$ cat config.mk
export PLATFORM = sky130hd
export DESIGN_NAME = instr_fetch_stage
export DESIGN_NICKNAME = d
export VERILOG_FILES = /design/src/rtl/instr_fetch_stage.sv
export SDC_FILE = /design/constraint.sdc
export NUM_CORES = 1
export LEC_CHECK = 0
export CAP_MARGIN = 20
export CORE_AREA = 10 10 157 159
export DETAILED_ROUTE_END_ITERATION = 10
export DIE_AREA = 0 0 167 169
export DONT_BUFFER_PORTS = 1
export GPL_TIMING_DRIVEN = 0
export PLACE_DENSITY = 0.52
export SLEW_MARGIN = 5
export SYNTH_ARGS = -nofsm -noshare
export SYNTH_HDL_FRONTEND = slang
export SYNTH_SLANG_ARGS = --single-unit
$ cat constraint.sdc
create_clock -name clk -period 7.8 [get_ports clk]
set_input_delay 1.56 -clock clk [delete_from_list [all_inputs] [get_ports clk]]
set_output_delay 1.56 -clock clk [all_outputs]
set_load 0.01 [all_outputs]
$ cat src/rtl/instr_fetch_stage.sv
// Instruction fetch stage: issues imem reads at PC, absorbs the read latency,
// and owns the IF/ID register, a one-entry stall hold buffer and redirect flush.
module instr_fetch_stage #(
    parameter logic [31:0] RESET_PC  = 32'h00000014,
    parameter logic [31:0] NOP_INSTR = 32'h00000013
) (
    input  logic        clk,
    input  logic        rst,
    input  logic [31:0] PC,
    input  logic        PCSrc,
    input  logic        decode_stall,
    output logic        imem_en,
    output logic [31:0] imem_addr,
    input  logic [31:0] imem_rdata,
    output logic        PCstall,
    output logic [31:0] Instr,
    output logic [31:0] PC_delayed,
    output logic [31:0] PCPlus4_D,
    output logic        instr_valid,
    output logic [31:0] fetch_count
);

    typedef enum logic [1:0] {
        SRC_EMPTY,
        SRC_LIVE,
        SRC_HELD
    } src_e;

    logic        live;
    logic [31:0] pc_q;
    logic        hold_valid;
    logic [31:0] hold_instr;
    logic [31:0] hold_pc;

    src_e        src;

    logic        ifid_load;
    logic        ld_valid;
    logic [31:0] ld_instr;
    logic [31:0] ld_pc;
    logic        hold_wr;
    logic        hold_clr;

    assign imem_addr = PC;
    assign PCstall   = decode_stall & ~PCSrc;
    assign imem_en   = ~PCstall & ~rst;
    assign PCPlus4_D = PC_delayed + 32'd4;

    // A held entry can only exist while no request is in flight.
    always_comb begin
        src = SRC_EMPTY;
        unique case (1'b1)
            hold_valid: src = SRC_HELD;
            live:       src = SRC_LIVE;
            default:    src = SRC_EMPTY;
        endcase
    end

    always_comb begin
        ifid_load = 1'b0;
        ld_valid  = 1'b0;
        ld_instr  = NOP_INSTR;
        ld_pc     = PC_delayed;
        hold_wr   = 1'b0;
        hold_clr  = 1'b0;
        if (PCSrc) begin
            ifid_load = 1'b1;
            hold_clr  = 1'b1;
        end else if (decode_stall) begin
            hold_wr = (src == SRC_LIVE);
        end else begin
            ifid_load = 1'b1;
            unique case (src)
                SRC_HELD: begin
                    ld_valid = 1'b1;
                    ld_instr = hold_instr;
                    ld_pc    = hold_pc;
                    hold_clr = 1'b1;
                end
                SRC_LIVE: begin
                    ld_valid = 1'b1;
                    ld_instr = imem_rdata;
                    ld_pc    = pc_q;
                end
                default: begin
                    ld_valid = 1'b0;
                end
            endcase
        end
    end

    // Request tracking: a request issued alongside a redirect is dead.
    always_ff @(posedge clk or posedge rst) begin
        if (rst) begin
            pc_q <= RESET_PC;
            live <= 1'b0;
        end else begin
            pc_q <= PC;
            live <= imem_en & ~PCSrc;
        end
    end

    always_ff @(posedge clk or posedge rst) begin
        if (rst) begin
            hold_valid <= 1'b0;
            hold_instr <= NOP_INSTR;
            hold_pc    <= RESET_PC;
        end else if (hold_wr) begin
            hold_valid <= 1'b1;
            hold_instr <= imem_rdata;
            hold_pc    <= pc_q;
        end else if (hold_clr) begin
            hold_valid <= 1'b0;
        end
    end

    always_ff @(posedge clk or posedge rst) begin
        if (rst) begin
            Instr       <= NOP_INSTR;
            instr_valid <= 1'b0;
            PC_delayed  <= RESET_PC;
            fetch_count <= 32'd0;
        end else if (ifid_load) begin
            Instr       <= ld_instr;
            instr_valid <= ld_valid;
            PC_delayed  <= ld_pc;
            if (ld_valid) begin
                fetch_count <= fetch_count + 32'd1;
            end
        end
    end

endmodule
* Yosys cells after proc, flatten, opt, wreduce, memory -nomap -nowiden
Index checks and enable logic that the tools add are counted.
** Operators by class
- Equality and inequality tests :: 2
- Bitwise operators :: 7
- Reduce and logical (&&, ||, !) cells :: 5
- Multiplexer cells :: 17
- Add/subtract/negate cells :: 2
** Operator list (number)
- case mux 32 bit (2 select lines) :: 2
- two-way mux 32 bit :: 2
- adder 32 x 1 -> 32 bit, second input constant :: 1
- adder 32 x 3 -> 32 bit, second input constant :: 1
- two-way mux 1 bit :: 12
- NOT 1 bit :: 4
- case mux 2 bit (2 select lines) :: 1
- AND reduction 4 bit :: 1
- nonzero test 2 bit :: 2
- bitwise AND 1 bit :: 3
- == test 2 x 1 -> 1 bit, second input constant :: 1
- == test 2 bit, second input constant :: 1
- AND reduction 2 bit :: 1
- OR reduction 2 bit :: 1
** Word-level totals
- Flip-flop bits (word level) :: 195
- Input bits :: 68

* Depth between registers and ports, before layout
Gate-level depths: netlist of run 1.
- Word-level depth :: 7
- Gate-level depth with buffers :: 8
- Gate-level depth less buffers :: 6

* Least setup slack after synthesis of run 1
OpenSTA, ideal clock, no wires.
- Path type :: input-to-output
- Start :: input port decode_stall
- End :: output port imem_en
- Slack :: 3964 ps
- Stages :: 4
- Buffers on the path :: 2
- Data required time :: 6240 ps
- Data arrival time :: 2276 ps
- Cells stage by stage :: nor2b_1 -> buf_2 -> buf_1 -> nor2_1
** Between the ends
- Word-level cells in the longest chain between the ends :: 3
** Ends and longest elaborated chain
- start, declared :: RTL line 11 : input logic decode_stall,
- bitwise AND 1 bit :: RTL line 45 : assign PCstall = decode_stall & ~PCSrc;
- named net PCstall :: RTL line 15 : output logic PCstall,
- NOT 1 bit :: RTL line 46 : assign imem_en = ~PCstall & ~rst;
- bitwise AND 1 bit :: RTL line 46
- end, declared :: RTL line 12 : output logic imem_en,
The timed path passes the listed nets, and every way through them passes these cells.

* Final worst setup path of run 1
- Start :: register PC_delayed[10]
- End :: output port PCPlus4_D[31]
** Between the ends
- Word-level cells in the longest chain between the ends :: 1
** Ends and longest elaborated chain
- start, declared :: RTL line 17 : output logic [31:0] PC_delayed,
- start signal, assigned :: RTL line 126 : PC_delayed <= ld_pc;
- adder 32 x 3 -> 32 bit :: RTL line 47 : assign PCPlus4_D = PC_delayed + 32'd4;
- end, declared :: RTL line 18 : output logic [31:0] PCPlus4_D,
No other way between the ends.

==> results of run 1 <==
-- critical path, delay by kind of cell (launching register included) --
family,cells,cell delay (ns)
xor gates and xnor gates,1,0.35
buffers and inverters,1,0.43
DFF,1,0.54
and+or+nand+nor,3,0.94
-- metrics by stage --
step,cell area [sq um],utilization,setup slack [ns]
6_report,9450,0.438,3.56
5_1_grt,9450,0.438,3.34
4_1_cts,9440,0.438,3.13
3_5_place_dp,8840,0.410,3.63
3_3_place_gp,8800,0.408,-0.968
2_1_floorplan,8450,-,0.948
-- worst max path at each step --
stage / from / endpoint / slack (ns) / depth (start not counted)
5_1_grt: PC_delayed[2]$_DFFE_PP1P_ / PCPlus4_D[28] / 3.34 / 6
2_1_floorplan: rst / Instr[10]$_DFFE_PP0N_ / 0.95 / 1
6_report: PC_delayed[10]$_DFFE_PP0P_ / PCPlus4_D[31] / 3.56 / 5
4_1_cts: PC_delayed[4]$_DFFE_PP1P_ / PCPlus4_D[31] / 3.13 / 4
3_3_place_gp: rst / pc_q[5]$_DFF_PP0_ / -0.97 / 1
3_5_place_dp: PC_delayed[4]$_DFFE_PP1P_ / PCPlus4_D[31] / 3.63 / 4
-- logic make-up after synthesis --
| family | synth area share |
|---|---|
| flops | 0.579 |
| simple gates | 0.109 |
| compound gates | 0.0680 |
| mux | 0.123 |
| buf+inv | 0.0523 |
| xor+xnor | 0.0611 |
| fa+ha+maj | 0.00740 |
-- power by group --
part           internal, uW  leakage [uW]  switching (uW)
clock network           469      0.000293             424
registers              1160       0.00247             194
logic                   151       0.00129             165
total                  1780       0.00406             784
-- registers in the layout, indices dropped and copies added (netlist names) --
| signal | cells |
|---|---|
| hold_pc | 32 |
| fetch_count | 32 |
| hold_valid | 1 |
| live | 1 |
| pc_q | 32 |
| instr_valid | 1 |
| PC_delayed | 32 |
| Instr | 32 |
| hold_instr | 32 |
-- Yosys cell counts (all sizes together) --
| master | n |
|---|---|
| o21ai | 62 |
| nand4 | 26 |
| and4 | 7 |
| nor4 | 4 |
| or4b | 1 |
| and2 | 1 |
| a21oi | 4 |
| nor3 | 8 |
| and3 | 7 |
| ha | 5 |
| mux2 | 64 |
| a221oi | 3 |
| xnor2 | 49 |
| xor2 | 10 |
| nor2 | 12 |
| or3 | 2 |
| dfstp | 12 |
| dfrtp | 183 |
| a22oi | 29 |
| buf | 44 |
| clkbuf | 25 |
| mux2i | 32 |
| inv | 10 |
| nand3 | 24 |
| nand2 | 85 |
| nor2b | 1 |
-- final cells by class --
class / instances / area [sq um] / share of cell area
plain buffers: 69 / 404 / 0.0428
clock buffers: 19 / 443 / 0.0469
clock inverters: 13 / 161 / 0.0171
inverters: 10 / 45.0 / 0.00477
multi-input cells: 436 / 3110 / 0.330
flip-flops and latches: 195 / 4890 / 0.518
well taps: 280 / 350 / 0.0371
repair buffers: 2 / 35.0 / 0.00371
-- routing by layer --
layer,up-vias,global-route usage
met2,198,0.250
met5,-,0
met3,15,0.0588
li1,2487,-
met1,2771,0.179
met4,0,0.0485
-- cells in the final DEF (no fill, tap or decap), types with 8 or more instances in the layout --
cell type / count
clkbuf_16: 17
o21ai_0: 62
nand4_1: 25
xor2_1: 10
nor2_1: 12
mux2i_1: 32
a22oi_1: 29
nand3_1: 24
dfstp_2: 12
buf_4: 34
clkbuf_1: 26
nand2_1: 85
xnor2_1: 49
buf_2: 8
inv_1: 9
dfrtp_1: 183
mux2_2: 64
==> impl_metrics.yaml, run 1 <==
worst_setup_path:
  cp_max_fo: 10
  cp-end-kind: "output port"
  critPathLaunchType: "register"
  reg2reg_from: "live$_DFF_PP0_"
  critPathArrivalTime_ns: 2.68
  worstSetupPathType: "reg2out"
  cp_data_required_time_ns: 6.24
  critPathMaxStageDelay_ns: 0.54
  cp_common_cell: "nand4_1"
  crit_path_cell_trace: "nand4_1 -> nor3_1 -> clkbuf_1 -> nand4_1 -> xnor2_1"
  reg2reg_to: "fetch_count[29]$_DFFE_PP0P_"
  ff2ff_setup_slack_ns: 5.50
  reg2reg_depth: 7
  slowest_stage: "dfrtp_1"
floorplan:
  dieWidth_um: 167
  ioPinCount: 231
  fp-row-count: 54
  start_util: 0.392
  fp.dieH_um: 169
  fp.dieArea_sq_mm: 0.0282
  coreArea_sq_mm: 0.0216
route:
  route.met3.wl_um: 2060
  via_per_inst: 5.34
  met2_length_um: 10600
  drtIter0Drc: 400
  drc: 0
  dr.max_layer_used: "met4"
  antenna_left: 0
  wl_met1_um: 8950
  wire_per_inst_um: 21.4
  vias: 5471
  drt_wl_total_um: 21900
  drtPass1Iterations: 4
synthesis:
  synth_fp_nets: 783
  yosys_warnings: 0
  synth.yosys.seq_area_share: 0.579
  ys_ff_latch: 195
  yosysTopAreaCell: "dfrtp_1"
  yosysTopAreaCellShare: 0.542
  netlist_instances: 710
  ys_types: 34
  synthTopCellsByArea: "dfrtp_1 (54%), mux2_2 (8.5%), xnor2_1 (5.1%)"
  syn_area_per_cell_sq_um: 11.9
  syn_area_sq_mm: 0.00845
pwr:
  peakVddDrop_v: 0.000130
  p_total_uw: 2570
  leakage_uw: 0.00406
  p_per_area_mw_per_mm2: 272
sta:
  drv_slew: 0
  period_needed_ns: 4.24
  max_freq_mhz: 236
  rsz0062_at_grt: "no"
  slew_headroom: 0.447
  holdWs_ns: 0.507
  tightest_slew_ns: 0.822
  final.setup_skew_ns: 0.0115
  fin_setup_tns_ns: 0
  finalHoldViolCount: 0
  period_share: 0.544
  setup_viol: 0
clocking:
  cts_hold_buf: 0
  clk_pin_slew_ns: 0.07
  h-tree-depth: 4
  post_cts_resized: 0
  postCtsSetupRepairBufs: 0
  insertion_delay_ns: 0.43
  cts_buffer_depth: 2
  cts.sinks: 195
  cts_tree: "yes"
  cts-root-buf: "clkbuf_16"
  numCtsBuffers: 17
worst_hold_path:
  whs_path_depth: 1
  min_from: "pc_q[11]$_DFF_PP0_"
  hp-class: "reg2reg"
  min_to: "hold_pc[11]$_DFFE_PP0P_"
finish:
  nets: 804
  nFillCells: 2002
  syn2layout_area_growth_pct: 11.8
  stdcell_count: 1024
  antenna_cells: 0
  final_layout_size_suffix_gt1_frac: 0.214
global_route:
  grt_pass1_vias: 5886
  grt.total_usage: 0.152
  grt_pass1_wl_um: 34400
  grt-ovfl-total: 0
  antenna_found_initial: 0
  grt_max_degree: 106
status:
  status: "complete, no violations"
placed_design:
  io_buffers: 0
  dpl.cell_count: 991
  dpl.hpwl_um: 16100
  gp_congestion: 0.783
flow_run:
  drv_cap: 0
Power figures use the tool's default switching activity.
==> inputs of run 2 (changes only) <==
==> constraint.sdc (replaced) <==
create_clock -name clk -period 4.05 [get_ports clk]
set_input_delay 0.81 -clock clk [delete_from_list [all_inputs] [get_ports clk]]
set_output_delay 0.81 -clock clk [all_outputs]
set_load 0.01 [all_outputs]
==> run 2 against run 1 <==
Clock skew increased by 0.0017 ns. Sequential share of layout area decreased by 0.31 points. Clock-buffer cell count unchanged. Flip-flop and latch count unchanged. Clock power increased by 95%. Sequential power increased by 92%. Cell area increased by 0.60%. Setup slack got worse by 3.0 ns. Power increased by 94%. Utilization increased by 0.26 points. Die area unchanged. Critical path type unchanged. Largest power group unchanged.
==> impl_metrics.yaml, run 2 (synthesis gave the netlist of run 1 again) <==
status:
  status: "complete, no violations"
finish:
  final_layout_size_suffix_gt1_frac: 0.217
  nFillCells: 2036
  layout_commonest_cell: "dfrtp_1"
  mostFrequentLayoutCells: "dfrtp_1 (183), nand2_1 (85), mux2_2 (64)"
  syn2layout_area_growth_pct: 12.5
  nets: 807
  antenna_cells: 0
route:
  vias: 5444
  drtPass1Iterations: 4
  drc: 0
  drtIter0Drc: 275
  via_per_inst: 5.30
  wire_per_inst_um: 21.2
  drt_wl_total_um: 21700
  antenna_left: 0
pwr:
  peakVddDrop_v: 0.000242
  p_per_area_mw_per_mm2: 523
  leakage_uw: 0.00408
floorplan:
  fp-row-count: 54
  fp.dieArea_sq_mm: 0.0282
  fp.dieH_um: 169
  ioPinCount: 231
  dieWidth_um: 167
  coreArea_sq_mm: 0.0216
  start_util: 0.392
worst_setup_path:
  crit_path_cell_trace: "nand4_1 -> nor3_1 -> clkbuf_1 -> nand4_1 -> xnor2_1"
  critPathArrivalTime_ns: 2.68
  critPathLaunchType: "register"
  cp_max_fo: 10
  reg2reg_depth: 8
  cp_common_cell: "nand4_1"
  worstSetupPathType: "reg2out"
  cp-end-kind: "output port"
  slowest_stage: "dfrtp_1"
  critPathMaxStageDelay_ns: 0.54
  cp_data_required_time_ns: 3.24
clocking:
  cts.sinks: 195
  postCtsSetupRepairBufs: 0
  numCtsBuffers: 17
  h-tree-depth: 4
  insertion_delay_ns: 0.43
  post_cts_resized: 0
  clk_pin_slew_ns: 0.07
  cts_buffer_depth: 2
  cts_hold_buf: 0
  cts_tree: "yes"
  cts-root-buf: "clkbuf_16"
sta:
  drv_slew: 0
  holdWs_ns: 0.375
  period_needed_ns: 3.49
  slew_headroom: 0.419
  finalHoldViolCount: 0
  tightest_slew_ns: 0.864
  max_freq_mhz: 286
  final.setup_skew_ns: 0.0132
  setup_slack_ns: 0.558
  rsz0062_at_grt: "no"
  period_share: 0.862
  setup_viol: 0
placed_design:
  pre_cts_ws_ns: 0.593
  io_buffers: 0
  gp_congestion: 0.794
  dpl.hpwl_um: 16400
global_route:
  grt_pass1_wl_um: 34400
  grt.total_usage: 0.152
  grt_max_degree: 43
  grt_pass1_vias: 5831
  grt-ovfl-total: 0
  antenna_found_initial: 0
worst_hold_path:
  whs_path_depth: 0
  hp-class: "in2reg"
flow_run:
  drv_cap: 0
==> run 2: final timing paths <==
| check | slack (ns) | start | endpoint |
|---|---|---|---|
| worst min register to register | 0.50 | pc_q[30]$_DFF_PP0_ | hold_pc[30]$_DFFE_PP0P_ |
| worst max-delay path | 0.56 | PC_delayed[11]$_DFFE_PP0P_ | PCPlus4_D[31] |
| max in group asynchronous | 2.07 | rst | PC_delayed[4]$_DFFE_PP1P_ |
| worst min-delay path | 0.38 | PC[4] | pc_q[4]$_DFF_PP1_ |
| min in group asynchronous | 0.42 | rst | fetch_count[15]$_DFFE_PP0P_ |
| worst max register to register | 1.72 | live$_DFF_PP0_ | PC_delayed[31]$_DFFE_PP0P_ |
==> run 2: metrics by stage <==
stage / instances / power [uW] / TNS, ns / util / cell area [sq um]
6_report: 1027 / 4970 / 0 / 0.441 / 9500
5_1_grt: 1027 / 5230 / 0 / 0.441 / 9500
4_1_cts: 1026 / 5050 / 0 / 0.441 / 9500
3_5_place_dp: 994 / 3290 / 0 / 0.412 / 8880
3_3_place_gp: 990 / 3250 / -39.57 / 0.409 / 8800
2_1_floorplan: 710 / 3060 / 0 / - / 8450
==> run 2: metal layers <==
layer	part of all wire	up-vias	routed length [um]	track usage
met5	0	-	0	0
met4	0.010	0	226	0.0412
met3	0.097	14	2110	0.0653
met2	0.47	181	10300	0.239
met1	0.42	2763	9070	0.186
li1	-	2486	-	-
==> run 2: worst max-delay path: cells and delay by family, from the launching register on <==
kind,cells,cell delay (ns)
DFF,1,0.54
and+or+nand+nor,3,0.93
buffers and inverters,1,0.43
xor gates and xnor gates,1,0.36
==> run 2: layout make-up <==
| class | count | area, sq um | area share |
|---|---|---|---|
| flip-flops and latches | 195 | 4890 | 0.515 |
| well taps | 280 | 350 | 0.0369 |
| clock inverters | 13 | 169 | 0.0178 |
| repair buffers | 5 | 87.6 | 0.00922 |
| plain buffers | 69 | 404 | 0.0425 |
| inverters | 10 | 41.3 | 0.00434 |
| multi-input cells | 436 | 3110 | 0.328 |
| clock buffers | 19 | 443 | 0.0466 |
==> run 2: report_power, final <==
group	internal, uW	switching, uW
registers	2240	370
logic	296	319
clock network	952	792
==> inputs of run 3 (changes only) <==
--- a/config.mk
+++ b/config.mk
@@ -5,10 +5,11 @@
 export SDC_FILE = /design/constraint.sdc
 export NUM_CORES = 1
 export LEC_CHECK = 0
+export ABC_AREA = 1
 export CAP_MARGIN = 20
-export CORE_AREA = 10 10 157 159
+export CORE_AREA = 10 10 164 166
 export DETAILED_ROUTE_END_ITERATION = 10
-export DIE_AREA = 0 0 167 169
+export DIE_AREA = 0 0 174 176
 export DONT_BUFFER_PORTS = 1
 export GPL_TIMING_DRIVEN = 0
 export PLACE_DENSITY = 0.52
==> run 3 against run 2 <==
Register-to-register slack improved by 0.48 ns. Fmax grew 16%. Cell area up 9.5%. Critical endpoint is now PCPlus4_D[14]. Via count is 28% higher. Worst hold slack worse by 0.097 ns. Global-route usage rose by 2.2 points. Flip-flop and latch count unchanged. First-iteration DRC count grew 60%.
==> impl_metrics.yaml, run 3 <==
status:
  status: "complete, no violations"
synthesis:
  syn_area_sq_mm: 0.00930
  syn_area_per_cell_sq_um: 8.75
  synth_edf_count: 0
  synth_common_cells: "nand2_1 (286), dfrtp_1 (183), inv_1 (114), nor2_1 (108), o21ai_0 (41)"
  netlist_instances: 1062
  synthTopCellsByArea: "dfrtp_1 (49%), nand2_1 (12%), inv_1 (4.6%)"
  synth.most_common_cell: "nand2_1"
  yosysTopAreaCell: "dfrtp_1"
  yosys_warnings: 0
  synth_fp_nets: 1135
  ys_types: 31
  ys_ff_latch: 195
  yosysTopAreaCellShare: 0.493
  synthFlopType: "dfrtp_1"
  synthArstFlopShare: 1.00
  synth.yosys.seq_area_share: 0.526
floorplan:
  ioPinCount: 231
  coreArea_sq_mm: 0.0238
  fp-row-count: 57
  start_util: 0.390
  fp.dieH_um: 176
  dieWidth_um: 174
  fp.dieArea_sq_mm: 0.0306
global_route:
  grt_pass1_vias: 6929
  grt.total_usage: 0.174
  antenna_found_initial: 0
  grt_max_degree: 39
  grt_pass1_wl_um: 41800
  grt-ovfl-total: 0
sta:
  setup_viol: 0
  drv_slew: 0
  rsz0062_at_grt: "no"
  tightest_slew_ns: 0.885
  period_share: 0.746
  period_needed_ns: 3.02
  setup_slack_ns: 1.03
  final.setup_skew_ns: 0.0151
  finalHoldViolCount: 0
  max_freq_mhz: 331
  slew_headroom: 0.410
route:
  wl_met1_um: 12000
  met2_length_um: 12500
  drc: 0
  via_per_inst: 4.91
  route.met3.wl_um: 2160
  vias: 6987
  wire_per_inst_um: 18.9
  antenna_left: 0
  drtIter0Drc: 441
  drt_wl_total_um: 26900
  dr.max_layer_used: "met4"
  drtPass1Iterations: 5
finish:
  mostFrequentLayoutCells: "nand2_1 (286), dfrtp_1 (183), inv_1 (113)"
  seq_area_sq_mm: 0.00489
  post-route-util: 0.437
  nFillCells: 2389
  antenna_cells: 0
  multi_input_area_sq_mm: 0.00347
  syn2layout_area_growth_pct: 12.0
  layout_commonest_cell: "nand2_1"
  final_area_sq_mm: 0.0104
  nets: 1160
  stdcell_count: 1424
  final_layout_size_suffix_gt1_frac: 0.135
pwr:
  p_per_area_mw_per_mm2: 494
  p_total_uw: 5140
  leakage_uw: 0.00495
  peakVddDrop_v: 0.000205
clocking:
  insertion_delay_ns: 0.43
  clk_pin_slew_ns: 0.08
  h-tree-depth: 4
  cts_buffer_depth: 2
  numCtsBuffers: 17
  cts_hold_buf: 0
  cts.sinks: 195
  cts_tree: "yes"
  postCtsSetupRepairBufs: 0
  post_cts_resized: 0
  cts-root-buf: "clkbuf_16"
placed_design:
  io_buffers: 0
  pre_cts_ws_ns: 1.30
  dpl.hpwl_um: 20400
  gp_congestion: 0.851
  placed_area_sq_mm: 0.00983
  dpl.cell_count: 1392
worst_setup_path:
  critPathLaunchType: "register"
  critPathArrivalTime_ns: 2.21
  crit_path_cell_trace: "ha_1 -> nand3_1 -> inv_1 -> nand2_1 -> nor2_2 -> xor2_1"
  reg2reg_depth: 5
  cp_data_required_time_ns: 3.24
  critPathMaxStageDelay_ns: 0.57
  cp_max_fo: 4
  slowest_stage: "dfstp_2"
  worstSetupPathType: "reg2out"
  cp-end-kind: "output port"
worst_hold_path:
  hp-class: "in2async"
flow_run:
  drv_cap: 0
-- run 3: cell types whose count changed in the layout (fill, tap and decap cells not counted), moves of 40 or more --
cell     change
nand2_1    +201
inv_1      +104
mux2_2      -64
xnor2_1     -44
o21ai_1     +40
nor2_1      +96
-- run 3: cells by family after synthesis --
kind of cell	count (synthesis)	share of synthesized area
and+or+nand+nor	463	0.206
DFF	195	0.526
buffers and inverters	191	0.0999
AOI/OAI and AO/OA	163	0.109
xor gates and xnor gates	30	0.0283
muxes	15	0.0242
adders and majority gates	5	0.00673
-- run 3: layout make-up --
| class | instances | area share |
|---|---|---|
| inverters | 117 | 0.0425 |
| repair buffers | 6 | 0.0115 |
| multi-input cells | 676 | 0.334 |
| flip-flops and latches | 195 | 0.470 |
| plain buffers | 74 | 0.0470 |
| well taps | 324 | 0.0389 |
| clock buffers | 21 | 0.0452 |
| clock inverters | 11 | 0.0108 |
-- run 3: worst paths after layout --
check | start | end | slack [ns]
hold reg to reg | hold_pc[2]$_DFFE_PP1P_ | hold_pc[2]$_DFFE_PP1P_ | 0.48
setup reg to reg | live$_DFF_PP0_ | PC_delayed[5]$_DFFE_PP0P_ | 2.20
setup / recovery | PC_delayed[2]$_DFFE_PP1P_ | PCPlus4_D[14] | 1.03
hold / removal | rst | hold_instr[18]$_DFFE_PP0P_ | 0.28
max in group asynchronous | rst | pc_q[24]$_DFF_PP0_ | 2.75
min in group clk | PC[2] | pc_q[2]$_DFF_PP1_ | 0.38
-- run 3: stage by stage --
step,hold slack (ns),setup TNS (ns)
detailed placement,0.468,0
CTS,0.267,0
global placement,0.461,-100.15
finish,0.278,0
global route,0.282,0
floorplan,0.451,0
-- run 3: per-layer routing --
layer	vias to the layer above	track usage
li1	3388	-
met1	3367	0.227
met2	217	0.273
met3	15	0.0615
met4	0	0.0363
met5	-	0
-- run 3: power by group --
| part | switching (uW) | leakage (uW) | internal, uW | total [uW] |
|---|---|---|---|---|
| Combinational | 523 | 0.00225 | 316 | 839 |
| Clock | 780 | 0.000291 | 914 | 1690 |
| Sequential | 365 | 0.00240 | 2240 | 2610 |
-- run 3: worst max-delay path, delay by kind of cell (launching register included) --
kind                     cells  cell delay [ns]
XOR/XNOR                     1             0.31
adder cells (fa/ha/maj)      1             0.19
buffers and inverters        1             0.16
flip-flops                   1             0.57
AND/OR/NAND/NOR              3             0.55
==> variant (config.mk and constraints of run 3) <==
Register the output `fetch_count` once more; this adds one clock of latency there. The other outputs are not delayed to match.
--- a/src/rtl/instr_fetch_stage.sv
+++ b/src/rtl/instr_fetch_stage.sv
@@ -25,6 +25,8 @@
         SRC_LIVE,
         SRC_HELD
     } src_e;
+
+    logic [31:0] fetch_count_s0;
 
     logic        live;
     logic [31:0] pc_q;
@@ -119,15 +121,19 @@
             Instr       <= NOP_INSTR;
             instr_valid <= 1'b0;
             PC_delayed  <= RESET_PC;
-            fetch_count <= 32'd0;
+            fetch_count_s0 <= 32'd0;
         end else if (ifid_load) begin
             Instr       <= ld_instr;
             instr_valid <= ld_valid;
             PC_delayed  <= ld_pc;
             if (ld_valid) begin
-                fetch_count <= fetch_count + 32'd1;
+                fetch_count_s0 <= fetch_count_s0 + 32'd1;
             end
         end
     end
 
+    always_ff @(posedge clk) begin
+        fetch_count <= fetch_count_s0;
+    end
+
 endmodule
Behaviour: not the same (a bounded check fails within 4 cycles, from zero or initial values and one cycle with rst high).
==> variant against run 3 <==
  * Setup slack worse by 0.29 ns
  * Routed wire length up 4.2%
  * Utilization grew 3.4 points
  * Sequential cell count rose by 32
  * Area after synthesis is 5.3% higher
  * Critical path depth down 1
  * Power rose by 20%
  * Via count grew 3.4%
  * Combinational power down 1%
  * Clock skew fell by 0.010 ns
  * Design area rose by 7.7%
  * Critical endpoint is now PCPlus4_D[16]
  * Largest power group unchanged
==> variant: results (changes against run 3) <==
status finished, final reports clean; H-tree levels 1 (-3); Worst Path Max Fanout 5 (+1); DP Area 0.0103 mm^2 (+5.1%); slowest stage cell, crit path dfrtp_1; drt first pass iters 7 (+2); Worst-path clk slew 0.06 ns (-0.02 ns); CP max stage delay 0.54 ns (-0.03 ns); Async SR Flop Fraction 0.859 (-0.141); Layout Nets 1,190 (+2.6%); GR Util All Layers 0.179 (+0.00520); global-route wire length before repair 44,100 um (+5.6%); Via-to-Cell Ratio 4.94 (+0.75%); WL/cell 19.2 um (+1.6%); delay-heaviest family, CP simple AND/OR/NAND/NOR gates; Distinct cells, synth 34 (+9.7%); Synth top cells by count nand2_1, dfrtp_1, inv_1; total CTS buffers 26 (+9); fin util 0.471 (+0.0336); Filler Cell Count 2,360 (-1.2%); Synth area leaders dfrtp_1, nand2_1, dfxtp_1; clock latency on the worst-skew pair 0.52 ns (+0.09 ns); CP arrival 2.50 ns (+0.29 ns); skew final 0.00486 ns (-0.0103 ns); Worst Tran Pin Value 0.663 ns (-0.222 ns); Pleak 5.23 nW (+5.7%); final setup vio count 0 (unchanged); share of layout cells above drive strength 1 0.124 (-0.0114); vias in the first global route 7,360 (+6.2%); net count after synthesis 1,156 (+1.9%); crit path from PC_delayed[3]; clock buffer depth 3 (+1); Seq/Total Area, Yosys 0.565 (+0.0388)
## variant: changes by cell type after synthesis, sizes merged, moves of 5 or more
cell   change
a21oi      +5
a31oi      -5
dfxtp     +32
inv        -5
mux2       -8
nand2     -23
nand4     +11
nor2      -15
nor3      +12
o21ai     +10
## variant: power breakdown
group	leakage [nW]	internal, W	switching (W)	total [W]
Sequential	2.64	0.00259	0.000361	0.00295
Combinational	2.16	0.000279	0.000550	0.000829
Clock	0.431	0.00148	0.000911	0.00239
## variant: metal layers
layer | global-route usage | part of all wire
met1 | 0.239 | 0.45
met2 | 0.276 | 0.44
met3 | 0.0628 | 0.095
met4 | 0.0378 | 0.013
met5 | 0 | 0
## variant: worst register-to-register path, cell delays in order (launching register included)
cell	delay, ns
dfrtp_1	0.38
inv_1	0.06
ha_1	0.29
nor2_1	0.18
nand2_4	0.13
inv_2	0.23
clkbuf_1	0.50
o21ai_0	0.16
## variant: cells by family (layout without fill, tap and decap cells)
logic type / Yosys count / after routing / share of synthesized area
and+or+nand+nor: 447 / 447 / 0.192
xor gates and xnor gates: 33 / 33 / 0.0295
muxes: 7 / 7 / 0.00805
DFF: 227 / 227 / 0.565
buffers and inverters: 187 / 241 / 0.0897
AOI/OAI and AO/OA: 177 / 177 / 0.109
adders and majority gates: 5 / 5 / 0.00639
## variant: per-stage QoR
step | setup TNS, ns | cells
global route | 0 | 1461
CTS | 0 | 1461
detailed placement | 0 | 1413
finish | 0 | 1461
global placement | -99.21 | 1407
floorplan | 0 | 1083
## variant: final cells by class
class / count / area, um^2 / area share
plain buffers: 75 / 458 / 0.0409
clock buffers: 44 / 810 / 0.0722
multi-input cells: 669 / 3380 / 0.301
inverters: 112 / 424 / 0.0378
clock inverters: 4 / 70.1 / 0.00625
well taps: 324 / 405 / 0.0362
flip-flops and latches: 227 / 5540 / 0.494
repair buffers: 6 / 128 / 0.0114
## variant: worst paths after layout
| check | endpoint | slack [ns] | depth (start not counted) |
|---|---|---|---|
| max | PCPlus4_D[16] | 0.74 | 5 |
| min | fetch_count_s0[7] | 0.20 | 1 |
| max reg2reg | PC_delayed[12] | 1.99 | 7 |
| min reg2reg | fetch_count[31] | 0.39 | 0 |
| max in group asynchronous | Instr[4] | 3.00 | 3 |
| min in group clk | pc_q[2] | 0.28 | 0 |
